$ cat config.mk
export PLATFORM = sky130hd
export DESIGN_NAME = bus_arbiter
export DESIGN_NICKNAME = d
export VERILOG_FILES = /design/src/rtl/bus_arbiter.sv
export SDC_FILE = /design/constraint.sdc
export NUM_CORES = 1
export LEC_CHECK = 0
export ABC_AREA = 1
export ABC_CLOCK_PERIOD_IN_PS = 1280
export BUFFER_PORTS_ARGS = -buffer_cell sky130_fd_sc_hd__buf_2
export CAP_MARGIN = 0
export CORE_MARGIN = 5
export CORE_UTILIZATION = 38
export CTS_BUF_LIST = sky130_fd_sc_hd__clkbuf_16
export CTS_CLUSTER_DIAMETER = 30
export CTS_CLUSTER_SIZE = 12
export DETAILED_ROUTE_END_ITERATION = 10
export HOLD_SLACK_MARGIN = 0.02
export PLACE_DENSITY_LB_ADDON = 0.15
export SYNTH_ARGS = -nofsm -noshare
export SYNTH_HDL_FRONTEND = slang
export SYNTH_SLANG_ARGS = --single-unit
$ cat constraint.sdc
create_clock -name clk -period 1.28 [get_ports clk]
set_input_delay 0 -clock clk [delete_from_list [all_inputs] [get_ports clk]]
set_output_delay 0 -clock clk [all_outputs]
set_load 0.02 [all_outputs]
$ cat src/rtl/bus_arbiter.sv
// Hands the MID/SID/AMID bus-select fields to a DMA requester for a bounded burst, starting only at an instruction boundary.
// DRAIN/RELEASE turnaround cycles keep both enables low so the data bus never has two drivers.
module bus_arbiter #(
    parameter int BURST_MAX = 8,
    parameter int CNT_WIDTH = 4
) (
    input  logic                 clk,
    input  logic                 reset,
    input  logic                 instr_boundary,
    input  logic                 dma_req,
    input  logic                 dma_done,
    input  logic [4:0]           cpu_mid,
    input  logic [4:0]           cpu_sid,
    input  logic [1:0]           cpu_amid,
    input  logic                 cpu_en,
    input  logic [4:0]           dma_mid,
    input  logic [4:0]           dma_sid,
    input  logic [1:0]           dma_amid,
    input  logic                 dma_en,
    output logic [4:0]           mid,
    output logic [4:0]           sid,
    output logic [1:0]           amid,
    output logic                 mid_en,
    output logic                 sid_en,
    output logic                 cpu_hold,
    output logic                 dma_grant,
    output logic [CNT_WIDTH-1:0] burst_cnt
);

    localparam logic [1:0] CPU_OWN = 2'd0;
    localparam logic [1:0] DRAIN   = 2'd1;
    localparam logic [1:0] DMA_OWN = 2'd2;
    localparam logic [1:0] RELEASE = 2'd3;

    localparam logic [CNT_WIDTH-1:0] CNT_MAX = CNT_WIDTH'(BURST_MAX);

    logic [1:0] state;
    logic [1:0] state_nxt;
    logic       cpu_served;
    logic       dma_exit;

    assign dma_exit = dma_done | ~dma_req | (burst_cnt == CNT_MAX);

    always_comb begin
        state_nxt = state;
        case (state)
            CPU_OWN: if (dma_req && instr_boundary && cpu_served) state_nxt = DRAIN;
            DRAIN:   state_nxt = DMA_OWN;
            DMA_OWN: if (dma_exit) state_nxt = RELEASE;
            default: state_nxt = CPU_OWN;
        endcase
    end

    // cpu_hold and dma_grant are registered copies of the next-state decode.
    always_ff @(posedge clk) begin
        if (!reset) begin
            state      <= CPU_OWN;
            cpu_served <= 1'b1;
            cpu_hold   <= 1'b0;
            dma_grant  <= 1'b0;
            burst_cnt  <= '0;
        end else begin
            state     <= state_nxt;
            cpu_hold  <= (state_nxt != CPU_OWN);
            dma_grant <= (state_nxt == DMA_OWN);
            case (state)
                CPU_OWN: begin
                    burst_cnt <= '0;
                    if (instr_boundary) cpu_served <= 1'b1;
                end
                DRAIN:   burst_cnt <= CNT_WIDTH'(1);
                DMA_OWN: if (!dma_exit) burst_cnt <= burst_cnt + 1'b1;
                default: begin
                    burst_cnt  <= '0;
                    cpu_served <= 1'b0;
                end
            endcase
        end
    end

    always_comb begin
        mid    = 5'd0;
        sid    = 5'd0;
        amid   = cpu_amid;
        mid_en = 1'b0;
        sid_en = 1'b0;
        case (state)
            CPU_OWN: begin
                mid    = cpu_mid;
                sid    = cpu_sid;
                mid_en = cpu_en;
                sid_en = cpu_en;
            end
            DMA_OWN: begin
                mid    = dma_mid;
                sid    = dma_sid;
                amid   = dma_amid;
                mid_en = dma_en;
                sid_en = dma_en;
            end
            default: ;
        endcase
    end

endmodule

## After elaboration in Yosys (flattened, before gate mapping)

Cells that the tools add are included.

| operators by class | value |
|---|---|
| add/subtract/negate cells | 1 |
| equality and inequality tests | 6 |
| mux-type cells | 11 |
| bitwise logic cells | 4 |
| reductions and logical operators | 6 |

Operators with widths:

| cell | count |
|---|---|
| 5-bit one-hot mux with 2 select lines | 2 |
| 4-bit one-hot mux with 2 select lines | 1 |
| 2-bit two-way mux | 3 |
| 2-bit one-hot mux with 3 select lines | 1 |
| 4-bit by 1-bit adder with 4-bit output, second input constant | 1 |
| 2-bit == test, second input constant | 2 |
| 4-bit == test, second input constant | 1 |
| 4-bit two-way mux | 1 |
| 2-bit inequality test, second input constant | 2 |
| 1-bit one-hot mux with 2 select lines | 2 |
| 2-bit by 1-bit == test with 1-bit output, second input constant | 1 |
| 1-bit logical AND | 2 |
| 2-bit zero test | 1 |
| 1-bit inverter | 2 |
| 1-bit OR | 2 |
| 2-bit AND reduction | 1 |
| 2-bit nonzero test | 1 |
| 2-bit OR reduction | 1 |
| 1-bit two-way mux | 1 |

| word-level totals | value |
|---|---|
| word-level logic and storage cells | 33 |
| bits of input ports | 31 |
| output and inout bits | 20 |
| bits in registers | 9 |

## Logic depth before layout (Yosys ltp)

| depth | value |
|---|---|
| word-level depth | 6 |
| gate-level depth with buffers | 8 |
| gate-level depth less buffers | 8 |

## Least setup slack after synthesis

Ideal clock, no wire load.

| timing | value |
|---|---|
| path kind | reg-to-reg |
| from | register burst_cnt[0] |
| to | register cpu_hold |
| stages on the path, launching flop included | 9 |
| clock period less this slack | 1298 ps |
| setup time | 115 ps |
| path slack | -18 ps |
| arrival time | 1183 ps |
| required time | 1165 ps |
| cell sequence | dfxtp_1 inv_1 ha_1 nand3_2 nand2_4 nand2_4 nand2_1 nand3_1 nand2_1 |

| between the ends | value |
|---|---|
| word-level cells in the longest chain between the ends | 5 |

RTL lines:

| item | line | text |
|---|---|---|
| start: declaration | 27 | `output logic [CNT_WIDTH-1:0] burst_cnt` |
| start signal: assignment | 72 | `DMA_OWN: if (!dma_exit) burst_cnt <= burst_cnt + 1'b1;` |
| 4-bit == test | 42 | `assign dma_exit = dma_done \| ~dma_req \| (burst_cnt == CNT_MAX);` |
| 1-bit OR | 42 |  |
| 2-bit two-way mux | 49 | `DMA_OWN: if (dma_exit) state_nxt = RELEASE;` |
| 2-bit one-hot mux with 3 select lines | 46 | `case (state)` |
| 2-bit nonzero test | 64 | `cpu_hold <= (state_nxt != CPU_OWN);` |
| end signal: assignment | 64 |  |
| end: declaration | 25 | `output logic cpu_hold,` |

Every way passes these cells.
A chain may end at the register's enable or synchronous reset.

## Worst setup path in the final report

| timing | value |
|---|---|
| from | register state[0] |
| to | output port mid_en |

| between the ends | value |
|---|---|
| word-level cells in the longest chain between the ends | 2 |
| elaborated cells between the ends (all ways) | 3 |
| classes of those cells | eq/ne: 1; mux: 1; reduce/logical: 1 |

RTL lines:

| item | line | text |
|---|---|---|
| start: declaration | 37 | `logic [1:0] state;` |
| start signal: assignment | 63 | `state <= state_nxt;` |
| 2-bit == test / 2-bit zero test (equally long branches) | 87 | `case (state)` |
| 1-bit one-hot mux with 2 select lines * | 87 |  |
| end: declaration | 23 | `output logic mid_en,` |

Mark *: on every way between the ends. The rest lies on a longest branch, timed or not.

==> reports/qor.yml <==
sta:
  slew_headroom_pct: 86.6
  drv_slew: 0
  postLayoutSetupSlackWorst_ns: -0.0134
  final.setup_skew_ns: 0.00467
  clock.fmax_mhz: 773
  worstMarginPinSlew_ns: 0.200
  hold_viol: 0
  grt_setup_unrepaired: "true"
  final-setup-viol-count: 3
  fin_crit_sh_pct: 101
  fin_crit_ns: 1.29
global_route:
  grt_pass1_vias: 757
  grt_max_degree: 15
  grt_pass1_wl_um: 3260
  grt_remaining_overflow: 0
  antenna_found_initial: 0
  grt_usage_pct: 16.3
critical_path:
  cp.arrival_ns: 1.29
  rrSetupSlack_ns: 0.06
  worst-path-max-fanout: 7
  worstSetupPathType: "reg2out"
  critPathLaunchType: "flop"
  cp-end-kind: "primary output"
  rr_worst_depth: 9
  worstPathRequired_ns: 1.28
synthesis:
  synth_top_cell_by_area: "dfxtp_1"
  synth_fa_ha_area_share_pct: 11.3
  synth-async-reset-ratio_pct: 0
  syn_avg_cell_area_um2: 7.22
  synth_xor_area_share_pct: 0
  ys_warn_count: 0
  yosysSeqAreaShare_pct: 27.1
  synth_cell_types: 19
  synth_mux_area_share_pct: 0
  synth_ff_type: "dfxtp_1"
  ys_seq_elements: 9
  syn_nets: 129
  synth_compound_gate_area_share_pct: 20.9
  synth_common_cells: "nand2_1, inv_1, a22o_1"
  synth_top_family_by_area: "simple AND/OR/NAND/NOR gates"
  synth_edf_count: 0
  synth_top_area_share_pct: 27.1
  synth_area_leaders: "dfxtp_1, a22o_1, ha_1"
  netlist_area_um2: 664
  yosysMostFrequentCell: "nand2_1"
  synth_cells: 92
  yosys.area_share.simple_pct: 28.4
status:
  status: "complete, but fails checks"
  violations: "setup timing"
floorplan:
  rows: 15
  start_util_pct: 39.3
  die_y_um: 51.8
  top_level_ports: 51
  die_w_um: 51.8
  core_mm2: 0.00169
  die_area_mm2: 0.00268
clocking:
  clockBufferDepth: 2
  clk_latency_ns: 0.24
  clkTransAtPathRegs_ns: 0.04
  cts.sinks: 9
  htree_levels: 1
  cts_tree: "done"
  ctsRootBufferMaster: "clkbuf_16"
  cts_buffers: 3
place:
  dp_hpwl_um: 1590
  place_congestion: 0.783
  placedInstanceArea_um2: 947
  portBuffers: 50
final_layout:
  area_delta_synth_final_pct: 84.7
  fillCellCount: 138
  finalInstanceArea_mm2: 0.00123
  fin_util_pct: 72.7
  final_nets: 190
  drive_gt1_share_pct: 55.9
  n_antenna_cell: 0
power_and_ir_drop:
  p_leak_nw: 0.640
  ir_drop_v: 0.00152
  power_density_mw_per_mm2: 2580
routing:
  drt-total-wl_um: 2180
  firstDrtPassIters: 4
  drtIter0Drc: 16
  wl_per_cell_um: 12.9
  drc: 0
  via_per_inst: 4.83
  antenna_left: 0
  vias: 816
min_path:
  whs_path_depth: 3
  hold_path_class: "in2reg"
job:
  drv_cap: 0
## path summary, 6_finish.rpt
check / start / endpoint
max: state[0] / mid_en
max reg2reg: state[0] / state[0]
min reg2reg: cpu_served / cpu_served
min: instr_boundary / cpu_served
## routing by layer
metal | part of all wire [%] | up-vias | global-route usage [%]
met3 | 15 | 2 | 6.88
met5 | 0 | - | 0
met1 | 39 | 348 | 16.6
met2 | 45 | 43 | 28.4
li1 | - | 423 | -
met4 | 1.4 | 0 | 7.86
## stage by stage
stage	power [mW]	hold WS (ns)	instances	TNS (ns)	worst slack (ns)
2_1_floorplan	1.53	0.0762	92	0	0.0141
3_3_place_gp	1.95	0.243	160	0	0.0611
3_5_place_dp	1.97	0.245	160	0	0.0259
4_1_cts	2.96	0.0547	167	-0.0252	-0.0133
5_1_grt	3.38	0.0979	169	-0.503	-0.0699
6_report	3.17	0.0641	169	-0.0365	-0.0134
## power breakdown
part,switching (mW),total (mW),internal (mW)
Sequential,0.0542,0.437,0.383
Clock,0.140,0.548,0.408
Combinational,1.12,2.19,1.07
## sequential cells by signal, indices dropped and copies added (netlist names)
register and cells:
burst_cnt 4, cpu_hold 1, cpu_served 1, dma_grant 1, state 2
## cells in the final DEF, fill, tap and decap left out, drive strengths merged, types with 2 or more instances in the layout
master,n
buf,59
nand2,21
inv,15
a22o,11
nor2,11
dfxtp,9
nand3,7
ha,6
a21oi,5
clkbuf,3
o21ai,2
## final cells by class
class | instances | area, µm² | area share (%)
Multi-Input combinational cell | 65 | 467 | 38.0
Timing Repair Buffer | 60 | 419 | 34.1
Sequential cell | 9 | 186 | 15.2
Clock buffer | 3 | 75.1 | 6.12
Inverter | 14 | 55.1 | 4.49
Tap cell | 17 | 21.3 | 1.73
Clock inverter | 1 | 3.75 | 0.306
## critical path: stages (launching register included)
cell	delay, ns
dfxtp_2	0.34
inv_4	0.05
ha_4	0.18
buf_8	0.13
a22o_4	0.22
buf_6	0.13
## repair_timing
item | 4_1_cts | 5_1_grt
resized for setup | 25 | 18
setup buffers | 2 | 2
cloned | 1 | 0
hold endpoints to repair | 1 | 0
pin swaps | 2 | 5
setup endpoints to repair | 14 | 18
hold buffers | 1 | 0
## kinds of logic (layout without fill, tap and decap cells)
kind of cell / count (synthesis) / after routing
fa+ha+maj: 6 / 6
simple gates: 40 / 40
buf+inv: 18 / 78
flops: 9 / 9
compound gates: 19 / 19
Note: power is estimated with default switching activity, not from simulation.
